<file path="src/rtl/systolic_pe_dual_pkg.sv">
`default_nettype none
// +--------------------------------------------------------------------+
// | pe_pkg : shared FSM encoding, mode constants and saturating add    |
// | Rev 1.0                                                            |
// +--------------------------------------------------------------------+
package pe_pkg;

  typedef enum logic [1:0] {
    IDLE     = 2'd0,
    WS_RUN   = 2'd1,
    OS_ACC   = 2'd2,
    OS_DRAIN = 2'd3
  } pe_state_e;

  localparam logic MODE_WS = 1'b0;
  localparam logic MODE_OS = 1'b1;

  // Operands arrive sign-extended to 64 bits; w is the target width (<= 62),
  // so the 64-bit sum is always exact before the range check.
  function automatic logic signed [63:0] sat_add(
    input  logic signed [63:0] a,
    input  logic signed [63:0] b,
    input  int unsigned        w,
    input  bit                 sat,
    output logic               ovf
  );
    logic signed [63:0] s;
    logic signed [63:0] mx;
    logic signed [63:0] mn;
    s   = a + b;
    mx  = (64'sd1 <<< (w - 1)) - 64'sd1;
    mn  = -mx - 64'sd1;
    ovf = (s > mx) || (s < mn);
    if (!ovf) return s;
    if (sat) return (s > mx) ? mx : mn;
    return (s <<< (64 - w)) >>> (64 - w);
  endfunction

endpackage
`default_nettype wire

</file>
<file path="src/rtl/systolic_pe_dual_if.sv">
`default_nettype none
// +--------------------------------------------------------------------+
// | systolic_pe_dual_if : control, activation and psum bus of one PE   |
// | Rev 1.0                                                            |
// +--------------------------------------------------------------------+
interface systolic_pe_dual_if #(
  parameter int DATA_WIDTH             = 8,
  parameter int ACCUMULATOR_DATA_WIDTH = 32
);
  logic                                     EN;
  logic                                     MODE;
  logic                                     LOAD;
  logic                                     SWAP;
  logic                                     DRAIN;
  logic signed [DATA_WIDTH-1:0]             Input;
  logic                                     InValid;
  logic signed [DATA_WIDTH-1:0]             ToRight;
  logic                                     ToRightValid;
  logic signed [ACCUMULATOR_DATA_WIDTH-1:0] PsumIn;
  logic                                     PsumInValid;
  logic signed [ACCUMULATOR_DATA_WIDTH-1:0] PsumOut;
  logic                                     PsumOutValid;
  logic                                     OVF;
  logic                                     COLLIDE;

  modport slave (
    input  EN, MODE, LOAD, SWAP, DRAIN, Input, InValid, PsumIn, PsumInValid,
    output ToRight, ToRightValid, PsumOut, PsumOutValid, OVF, COLLIDE
  );

  modport master (
    output EN, MODE, LOAD, SWAP, DRAIN, Input, InValid, PsumIn, PsumInValid,
    input  ToRight, ToRightValid, PsumOut, PsumOutValid, OVF, COLLIDE
  );
endinterface
`default_nettype wire

</file>
<file path="src/rtl/systolic_pe_dual_sat_mac.sv">
`default_nettype none
// +--------------------------------------------------------------------+
// | pe_sat_mac : combinational signed multiply plus saturating add     |
// | Rev 1.0                                                            |
// +--------------------------------------------------------------------+
module pe_sat_mac
  import pe_pkg::*;
#(
  parameter int DW  = 8,
  parameter int AW  = 32,
  parameter int SAT = 1
) (
  input  wire logic signed [DW-1:0] act_i,
  input  wire logic signed [DW-1:0] wgt_i,
  input  wire logic signed [AW-1:0] addend_i,
  output logic signed [AW-1:0]      sum_o,
  output logic                      ovf_o
);

  logic signed [2*DW-1:0] prod;

  assign prod = act_i * wgt_i;

  always_comb begin
    ovf_o = 1'b0;
    sum_o = AW'(sat_add(64'(prod), 64'(addend_i), AW, SAT != 0, ovf_o));
  end

endmodule
`default_nettype wire

</file>
<file path="src/rtl/systolic_pe_dual.sv">
`default_nettype none
// +--------------------------------------------------------------------+
// | systolic_pe_dual : dual-dataflow (WS/OS) systolic PE with          |
// | double-buffered weight and optional saturating accumulation        |
// | Rev 1.0                                                            |
// +--------------------------------------------------------------------+
module systolic_pe_dual
  import pe_pkg::*;
#(
  parameter int DATA_WIDTH             = 8,
  parameter int ACCUMULATOR_DATA_WIDTH = 32,
  parameter int SATURATE               = 1
) (
  input wire logic          CLK,
  input wire logic          SYNC_RST,
  systolic_pe_dual_if.slave bus
);

  localparam int DW = DATA_WIDTH;
  localparam int AW = ACCUMULATOR_DATA_WIDTH;

  pe_state_e             state_q, state_d;
  logic signed [DW-1:0]  shadow_q, active_q, to_right_q;
  logic                  to_right_valid_q;
  logic signed [AW-1:0]  acc_q, acc_d, psum_q, psum_d;
  logic                  psum_valid_q, psum_valid_d;
  logic                  ovf_q, ovf_d, collide_q, collide_d;
  logic signed [AW-1:0]  mac_addend, mac_sum;
  logic                  mac_ovf;

  // WS adds the incoming psum; OS adds the local accumulator.
  assign mac_addend = (state_q == OS_ACC) ? acc_q
                    : (bus.PsumInValid ? bus.PsumIn : '0);

  pe_sat_mac #(
    .DW  (DW),
    .AW  (AW),
    .SAT (SATURATE)
  ) u_mac (
    .act_i    (bus.Input),
    .wgt_i    (active_q),
    .addend_i (mac_addend),
    .sum_o    (mac_sum),
    .ovf_o    (mac_ovf)
  );

  always_ff @(posedge CLK) begin
    if (SYNC_RST) begin
      state_q          <= IDLE;
      shadow_q         <= '0;
      active_q         <= '0;
      to_right_q       <= '0;
      to_right_valid_q <= 1'b0;
      acc_q            <= '0;
      psum_q           <= '0;
      psum_valid_q     <= 1'b0;
      ovf_q            <= 1'b0;
      collide_q        <= 1'b0;
    end else begin
      state_q          <= state_d;
      to_right_q       <= bus.Input;
      to_right_valid_q <= bus.InValid;
      acc_q            <= acc_d;
      psum_q           <= psum_d;
      psum_valid_q     <= psum_valid_d;
      ovf_q            <= ovf_d;
      collide_q        <= collide_d;
      if (bus.LOAD && bus.SWAP) begin
        shadow_q <= bus.Input;
        active_q <= bus.Input;
      end else if (bus.LOAD) begin
        shadow_q <= bus.Input;
      end else if (bus.SWAP) begin
        active_q <= shadow_q;
      end
    end
  end

  always_comb begin
    state_d      = state_q;
    acc_d        = acc_q;
    psum_d       = psum_q;
    psum_valid_d = 1'b0;
    ovf_d        = ovf_q;
    collide_d    = collide_q;
    case (state_q)
      IDLE: begin
        if (bus.EN) begin
          if (bus.MODE == MODE_OS) begin
            state_d = OS_ACC;
            acc_d   = '0;
          end else begin
            state_d = WS_RUN;
          end
        end
      end
      WS_RUN: begin
        if (!bus.EN) begin
          state_d = IDLE;
        end else if (bus.InValid) begin
          psum_d       = mac_sum;
          psum_valid_d = 1'b1;
          ovf_d        = ovf_q | mac_ovf;
        end else if (bus.PsumInValid) begin
          psum_d       = bus.PsumIn;
          psum_valid_d = 1'b1;
        end
      end
      OS_ACC: begin
        if (!bus.EN) begin
          state_d = IDLE;
        end else begin
          if (bus.InValid) begin
            acc_d = mac_sum;
            ovf_d = ovf_q | mac_ovf;
          end
          if (bus.PsumInValid) begin
            psum_d       = bus.PsumIn;
            psum_valid_d = 1'b1;
          end
          if (bus.DRAIN) begin
            state_d   = OS_DRAIN;
            collide_d = collide_q | bus.PsumInValid;
          end
        end
      end
      OS_DRAIN: begin
        psum_d       = acc_q;
        psum_valid_d = 1'b1;
        acc_d        = '0;
        collide_d    = collide_q | bus.PsumInValid;
        state_d      = bus.EN ? OS_ACC : IDLE;
      end
      default: state_d = IDLE;
    endcase
  end

  assign bus.ToRight      = to_right_q;
  assign bus.ToRightValid = to_right_valid_q;
  assign bus.PsumOut      = psum_q;
  assign bus.PsumOutValid = psum_valid_q;
  assign bus.OVF          = ovf_q;
  assign bus.COLLIDE      = collide_q;

endmodule
`default_nettype wire

</file>
<file path="src/flat_wrapper.sv">
// flat-port wrapper written by rule: the top's interface ports become plain ports
module systolic_pe_dual_flat import pe_pkg::*;
#(
  parameter int DATA_WIDTH             = 8,
  parameter int ACCUMULATOR_DATA_WIDTH = 32,
  parameter int SATURATE               = 1
)
  (CLK, SYNC_RST, bus_EN, bus_MODE, bus_LOAD, bus_SWAP, bus_DRAIN, bus_Input, bus_InValid, bus_PsumIn, bus_PsumInValid, bus_ToRight, bus_ToRightValid, bus_PsumOut, bus_PsumOutValid, bus_OVF, bus_COLLIDE);
  systolic_pe_dual_if #(.DATA_WIDTH(DATA_WIDTH), .ACCUMULATOR_DATA_WIDTH(ACCUMULATOR_DATA_WIDTH)) bus_i ();
  input wire logic CLK;
  input wire logic SYNC_RST;
  input wire logic [$bits(bus_i.EN)-1:0] bus_EN;
  input wire logic [$bits(bus_i.MODE)-1:0] bus_MODE;
  input wire logic [$bits(bus_i.LOAD)-1:0] bus_LOAD;
  input wire logic [$bits(bus_i.SWAP)-1:0] bus_SWAP;
  input wire logic [$bits(bus_i.DRAIN)-1:0] bus_DRAIN;
  input wire logic [$bits(bus_i.Input)-1:0] bus_Input;
  input wire logic [$bits(bus_i.InValid)-1:0] bus_InValid;
  input wire logic [$bits(bus_i.PsumIn)-1:0] bus_PsumIn;
  input wire logic [$bits(bus_i.PsumInValid)-1:0] bus_PsumInValid;
  output wire logic [$bits(bus_i.ToRight)-1:0] bus_ToRight;
  output wire logic [$bits(bus_i.ToRightValid)-1:0] bus_ToRightValid;
  output wire logic [$bits(bus_i.PsumOut)-1:0] bus_PsumOut;
  output wire logic [$bits(bus_i.PsumOutValid)-1:0] bus_PsumOutValid;
  output wire logic [$bits(bus_i.OVF)-1:0] bus_OVF;
  output wire logic [$bits(bus_i.COLLIDE)-1:0] bus_COLLIDE;
  assign bus_i.EN = bus_EN;
  assign bus_i.MODE = bus_MODE;
  assign bus_i.LOAD = bus_LOAD;
  assign bus_i.SWAP = bus_SWAP;
  assign bus_i.DRAIN = bus_DRAIN;
  assign bus_i.Input = bus_Input;
  assign bus_i.InValid = bus_InValid;
  assign bus_i.PsumIn = bus_PsumIn;
  assign bus_i.PsumInValid = bus_PsumInValid;
  assign bus_ToRight = bus_i.ToRight;
  assign bus_ToRightValid = bus_i.ToRightValid;
  assign bus_PsumOut = bus_i.PsumOut;
  assign bus_PsumOutValid = bus_i.PsumOutValid;
  assign bus_OVF = bus_i.OVF;
  assign bus_COLLIDE = bus_i.COLLIDE;
  systolic_pe_dual #(.DATA_WIDTH(DATA_WIDTH), .ACCUMULATOR_DATA_WIDTH(ACCUMULATOR_DATA_WIDTH), .SATURATE(SATURATE)) u_core (.CLK(CLK), .SYNC_RST(SYNC_RST), .bus(bus_i));
endmodule
</file>
<file path="config.mk">
export PLATFORM = sky130hd
export DESIGN_NAME = systolic_pe_dual_flat
export DESIGN_NICKNAME = d
export VERILOG_FILES = /design/src/rtl/systolic_pe_dual_pkg.sv /design/src/rtl/systolic_pe_dual_if.sv /design/src/rtl/systolic_pe_dual_sat_mac.sv /design/src/rtl/systolic_pe_dual.sv /design/src/flat_wrapper.sv
export SDC_FILE = /design/constraint.sdc
export NUM_CORES = 1
export LEC_CHECK = 0
export ABC_CLOCK_PERIOD_IN_PS = 8330
export CELL_PAD_IN_SITES_DETAIL_PLACEMENT = 2
export CELL_PAD_IN_SITES_GLOBAL_PLACEMENT = 2
export CORE_MARGIN = 2
export CORE_UTILIZATION = 33
export CTS_CLUSTER_SIZE = 14
export DETAILED_ROUTE_END_ITERATION = 6
export PLACE_DENSITY_LB_ADDON = 0.3
export SLEW_MARGIN = 20
export SYNTH_ARGS = -nofsm -noshare
export SYNTH_HDL_FRONTEND = slang
export SYNTH_SLANG_ARGS = --single-unit
</file>
<file path="constraint.sdc">
create_clock -name CLK -period 8.33 [get_ports CLK]
set_clock_uncertainty 0.1 [all_clocks]
set_input_delay 1.666 -clock CLK [delete_from_list [all_inputs] [get_ports CLK]]
set_output_delay 1.666 -clock CLK [all_outputs]
set_load 0.01 [all_outputs]
</file>
# Yosys cells after proc, flatten, opt, wreduce, memory -nomap -nowiden
# Cells that the tools add are included.
totals:
  reg_bits: 94
  latch_bits: 0
  ram_bits: 0
  romBits: 0
  in_bits: 49
  out_inout_bits: 44
  elab_cells: 79
  mem_count: 0
op_classes:
  addsub: 1
  n_mul: 1
  div: 0
  n_lt_le_gt_ge: 2
  n_eq_ne: 12
  shift: 0
  mux: 36
  bitwise: 2
  reduce_logical: 15
op_table:
  columns: ["operator", "count"]
  rows:
  - ["two-way mux 32 bit", 13]
  - ["case mux 32 bit (3 select lines)", 2]
  - ["two-way mux 8 bit", 5]
  - ["adder 16 x 32 -> 33 bit", 1]
  - ["> comparator 33 x 32 -> 1 bit (second input constant)", 1]
  - ["< comparator 33 x 32 -> 1 bit (second input constant)", 1]
  - ["multiplier 8 x 8 -> 16 bit", 1]
  - ["inequality test 2 bit (second input constant)", 7]
  - ["two-way mux 2 bit", 6]
  - ["AND reduction 3 bit", 4]
  - ["case mux 2 bit (4 select lines)", 1]
  - ["two-way mux 1 bit", 7]
  - ["nonzero test 2 bit", 3]
  - ["nonzero test 3 bit", 2]
  - ["AND reduction 5 bit", 1]
  - ["equality test 2 bit (second input constant)", 2]
  - ["inequality test 3 bit (second input constant)", 1]
  - ["case mux 1 bit (3 select lines)", 1]
  - ["equality test 2 x 1 -> 1 bit (second input constant)", 1]
  - ["zero test 2 bit", 1]
  - ["inequality test 2 x 1 -> 1 bit (second input constant)", 1]
  - ["OR 1 bit", 2]
  - ["case mux 1 bit (2 select lines)", 1]
  - ["AND reduction 2 bit", 1]
  - ["3 further kinds", 3]

# Depth between registers and ports, before layout
# Gate-level depths: netlist (run 1).
depth:
  word_depth: 11
  depth_mapped: 26
  ltp_nobuf: 23

# Hierarchy
# Synthesis (run 1) repeated with hierarchy kept, for this count alone.
unflattened:
  hier_cells: 1308
  hier_area_um2: 11153.2
by_module_without_submodules:
  columns: ["module", "instances", "cells_per_inst", "area_each_um2", "seq_area_each_um2"]
  rows:
  - ["pe_sat_mac", 1, 621, 5904.4, 0.0]
  - ["systolic_pe_dual", 1, 687, 5248.8, 1881.8]

# Least setup slack after synthesis (run 1)
# OpenSTA, ideal clock, no wires.
synth_path:
  path_kind: "input to register"
  from: "input bus_Input[7]"
  to: "register u_core.psum_q[16] (netlist: u_core.bus.PsumOut[16])"
  setup_ns: 0.137
  arrival_time_ns: 8.081
  t_required_ns: 8.093
  slack_ns: 0.012
  stages: 19
  n_path_buf: 2
  cell_sequence: "clkbuf_1 > nand2_1 > fa_1 > inv_1 > fa_1 > fa_1 > fa_1 > fa_1 > ha_1 > a21o_1 > a21oi_1 > a21oi_1 > o31a_1 > o21a_1 > o41ai_4 > buf_6 > o21ai_1 > a222oi_1 > a211oi_1"
synth_between:
  elab_chain_cells: 9
  elab_cells_between_ends: 11
  classes_between: "1 x add/sub; 1 x mul; 2 x order compare; 6 x mux; 1 x reduce/logical"
synth_lines:
  columns: ["element", "line", "source"]
  rows:
  - ["from (decl)", "flat_wrapper.sv:17", "input wire logic [$bits(bus_i.Input)-1:0] bus_Input;"]
  - ["multiplier 8 x 8 -> 16 bit *", "systolic_pe_dual_sat_mac.sv:22", "assign prod = act_i * wgt_i;"]
  - ["adder 16 x 32 -> 33 bit *", "systolic_pe_dual_pkg.sv:30", "s = a + b;"]
  - ["> comparator 33 x 32 -> 1 bit", "systolic_pe_dual_pkg.sv:33, systolic_pe_dual_pkg.sv:35", null]
  - ["two-way mux 32 bit", "systolic_pe_dual_pkg.sv:35", "if (sat) return (s > mx) ? mx : mn;"]
  - ["two-way mux 32 bit", "systolic_pe_dual_pkg.sv:36", "return (s <<< (64 - w)) >>> (64 - w);"]
  - ["two-way mux 32 bit *", "systolic_pe_dual_pkg.sv:35", null]
  - ["two-way mux 32 bit *", "systolic_pe_dual.sv:100", "end else if (bus.InValid) begin"]
  - ["two-way mux 32 bit *", "systolic_pe_dual.sv:98", "if (!bus.EN) begin"]
  - ["case mux 32 bit (3 select lines) *", "systolic_pe_dual.sv:86", "case (state_q)"]
  - ["to (signal assigned)", "systolic_pe_dual.sv:64", "psum_q <= psum_d;"]
  - ["to (decl)", "systolic_pe_dual.sv:25", "logic signed [AW-1:0] acc_q, acc_d, psum_q, psum_d;"]
# Every way passes the cells marked *; elsewhere a longest branch is shown, timed or not. The select of a mux whose other input is x is not followed.
# A chain may end at the register's enable or synchronous reset.

# Final worst setup path (run 1)
layout_path:
  from: "input bus_Input[0]"
  to: "register u_core.psum_q[22] (netlist: u_core.bus.PsumOut[22])"
# Same word-level chain as after synthesis.

==> results of run 1 <==
[synthesized netlist by cell type, types with 20 or more instances]
cell      instances
dfxtp_1          94
a211oi_1         20
ha_1             77
nand2_1         105
a311oi_1         22
and2_1           35
fa_1            140
clkbuf_1         59
a22oi_1          31
o21ai_0          73
a21oi_1          91
nor2_1          104
inv_1           142
[worst paths after layout]
| check | end | slack [ps] |
|---|---|---|
| max | u_core.bus.PsumOut[22] | 530 |
| min | u_core.bus.OVF | 360 |
| max reg2reg | u_core.bus.PsumOut[15] | 1320 |
| min reg2reg | u_core.bus.OVF | 360 |
[routing by layer]
layer	share of wire, %	vias to the layer above
met5	0	-
met4	2.8	0
met3	1.9	47
met2	52	134
met1	43	4747
li1	-	4257
[flip-flops by register name, indices dropped and copies added (netlist names)]
name	count
u_core.bus.ToRightValid	1
u_core.acc_q	32
u_core.bus.PsumOutValid	1
u_core.bus.PsumOut	32
u_core.shadow_q	8
u_core.active_q	8
u_core.bus.OVF	1
u_core.bus.ToRight	8
u_core.bus.COLLIDE	1
u_core.state_q	2
[final cells by class]
type                       instances  area share (%)
multi-input combinational        903           62.81
sequential                        94           15.06
timing repair buffer             151           11.40
inverter                         143           4.325
tap                              402           4.024
clock buffer                      10           1.832
clock inverter                     6          0.5506
[worst reg2reg max path, cell delays in order (launching register included)]
cell and delay (ps):
dfxtp_1 340, inv_1 130, ha_2 220, buf_4 430
nor2_1 160, a21oi_1 280, fa_1 470, inv_1 90
fa_1 420, ha_1 290, inv_1 50, fa_1 530
inv_1 50, ha_1 290, ha_1 230, fa_1 450
a211oi_1 390, o21ai_2 150, nand3_2 140, a31oi_4 130
a311oi_4 350, xnor2_2 190, buf_12 200, nor2_4 120
buf_4 270, o21ai_0 170, a311oi_1 280
[cells in the final DEF, fill, tap and decap left out, types with 5 or more instances in the layout]
master	netlist	final
a211oi_1	20	20
a21o_1	15	15
a21oi_1	91	91
a22oi_1	31	31
a311oi_1	22	22
and2_1	35	35
and3_1	9	9
buf_12	0	5
buf_4	4	54
clkbuf_16	0	9
clkdlybuf4s50_1	0	89
dfxtp_1	94	94
fa_1	140	140
ha_1	77	76
inv_1	142	141
mux2i_1	12	12
nand2_1	105	104
nand2b_1	7	7
nand3_1	6	6
nor2_1	104	103
nor2b_1	17	17
nor3_1	7	7
o211ai_1	8	8
o21a_1	6	6
o21ai_0	73	73
o21ai_1	17	16
xnor2_1	13	13
xor2_1	16	16
[timing repair]
action	CTS	global route
endpoints found under the setup margin	0	27
setup buffers	0	10
gates resized for setup	0	2
[kinds of logic (layout without fill, tap and decap cells)]
group,count (synthesis),count (layout),synth area share [%]
xor+xnor,30,30,2.553
fa+ha+maj,219,219,35.77
compound gates,333,333,21.12
flops,94,94,17.77
buf+inv,220,310,8.237
simple gates,308,308,13.31
mux,13,13,1.241
[stage by stage]
stage / hold slack [ps] / TNS [ps] / instance area, sq um / utilization, % / power, mW
6_report: 362.3 / 0 / 12500 / 39.61 / 4.343
2_1_floorplan: 345.7 / 0 / 10590 / - / 2.768
3_3_place_gp: 347.1 / 0 / 12120 / 38.39 / 3.748
5_1_grt: 410.7 / 0 / 12500 / 39.61 / 4.758
3_5_place_dp: 352.9 / -2855 / 12120 / 38.39 / 3.861
4_1_cts: 364.3 / 0 / 12410 / 39.34 / 4.358
[power breakdown]
group	internal, mW	leakage (nW)	switching [mW]
clock	0.236	0.143	0.220
combinational	1.27	4.65	1.95
sequential	0.561	0.771	0.106
==> results.sh, run 1 <==
export IMPL_met3_usage_pct=2.184
export IMPL_synth_cell_types=76
export IMPL_fillers=3584
export IMPL_max_stage_delay_ps=550
export IMPL_nets=1568
export IMPL_drc=0
export IMPL_antenna_found_initial=0
export IMPL_grt_max_degree=97
export IMPL_synthCells=1217
export IMPL_initial_utilization_pct=33.55
export IMPL_yosysWarnings=0
export IMPL_htree_levels=3
export IMPL_fp_dieW_microns=183.1
export IMPL_setup_viol=0
export IMPL_fin_cells=1709
export IMPL_ys_top_cells_by_area="fa_1 26%, dfxtp_1 18%, ha_1 9.1%, inv_1 5.0%, a21oi_1 4.3%"
export IMPL_rsz0062_at_grt="no"
export IMPL_cp_end_kind="register"
export IMPL_multi_input_area_sq_mm=0.007850
export IMPL_dp_cells=1683
export IMPL_crit_buf_inv=4
export IMPL_io_buffers=92
export IMPL_routed_wl_microns=36930
export IMPL_place_hpwl_microns=28400
export IMPL_synth_avg_cell_area_sq_um=8.700
export IMPL_cp_startpoint="bus_Input[0]"
export IMPL_post_place_ws_ps=-161.6
export IMPL_min_from="u_core.bus.OVF"
export IMPL_reg2reg_depth=26
export IMPL_cpMaxStageDelayCell="fa_1"
export IMPL_cts_buffers=9
export IMPL_whs_path_depth=2
export IMPL_synth_top_cell_by_area="fa_1"
export IMPL_path_cells="clkdlybuf4s50_1, nand2b_1, fa_1, fa_1, inv_1, fa_1, fa_1, fa_1, ha_1, a21o_1, a21oi_1, a21oi_1, o31a_1, o21a_1, o41ai_4, buf_4, nor2_4, buf_4, o21ai_0, a311oi_1"
export IMPL_overflow=0
export IMPL_dr_pass1_iters=4
export IMPL_grt_pass1_wl_microns=59690
export IMPL_fin_ws_ps=533.3
export IMPL_cp_arrival_ps=7910
export IMPL_synthArstFlopShare_pct=0
export IMPL_r2r_start="u_core.state_q[0]"
export IMPL_drive_above_1_share_pct=7.728
export IMPL_cp_top_family="adder cells"
export IMPL_power_leakage_nw=5.569
export IMPL_clk_latency_ps=380
export IMPL_path_common_cell="fa_1"
export IMPL_crit_fanout=11
export IMPL_dr_total_vias=9185
export IMPL_period_share_pct=93.60
export IMPL_worst_setup_path_type="primary input to register"
export IMPL_yosysSeqAreaShare_pct=17.77
export IMPL_wire_per_inst_microns=21.61
export IMPL_grt_pass1_vias=10577
export IMPL_io_pin_count=93
export IMPL_maxCapViolations=0
export IMPL_cts_tree="done"
export IMPL_core_area_sq_mm=0.03156
export IMPL_antenna_cells=0
export IMPL_cts_root_buf="clkbuf_16"
export IMPL_synth_area_sq_mm=0.01059
export IMPL_min_period_ps=7797
export IMPL_hold_class="register to register"
export IMPL_cts_sinks=94
export IMPL_max_freq_mhz=128.3
export IMPL_hold_violations=0
export IMPL_holdBufCountCts=0
export IMPL_path_depth=20
export IMPL_gr_max_usage_layer="met2"
export IMPL_die_area_sq_mm=0.03353
export IMPL_synth_top_cell_area_share_pct=26.47
export IMPL_ys_ff_latch=94
export IMPL_synthesis_nets=1483
export IMPL_seqCellArea_sq_mm=0.001882
export IMPL_ir_drop_uv=210.1
export IMPL_slew_violations=0
export IMPL_via_per_inst=5.374
export IMPL_gr_usage_met1_pct=28.52
export IMPL_status="completed"
export IMPL_cts_buffer_depth=2
export IMPL_syn_to_final_growth_pct=18.05
export IMPL_slew_headroom_pct=45.93
export IMPL_required_ps=8440
export IMPL_initialDrtViolationCount=416
export IMPL_antenna_left=0
export IMPL_gp_congestion=0.8396
export IMPL_grt_total_usage_pct=23.07
export IMPL_rows=65
export IMPL_worst_pin_slew_ps=811.1
export IMPL_die_h_microns=183.1
export IMPL_path_clk_slew_ps=80
export IMPL_powerDensity_mw_per_mm2=347.5
export IMPL_ys_flop_type="dfxtp_1"
export IMPL_worst_setup_path_start_kind="primary input"
export IMPL_gr_usage_met2_pct=42.12
export IMPL_synth_edff_count=0
Note: power is estimated with default switching activity, not from simulation.
==> run 2: changes to the inputs <==
- SKIP_CTS_REPAIR_TIMING: default -> 1
==> results of run 2 <==
Same layout as run 1: the final DEF is identical, and so are final timing and power.
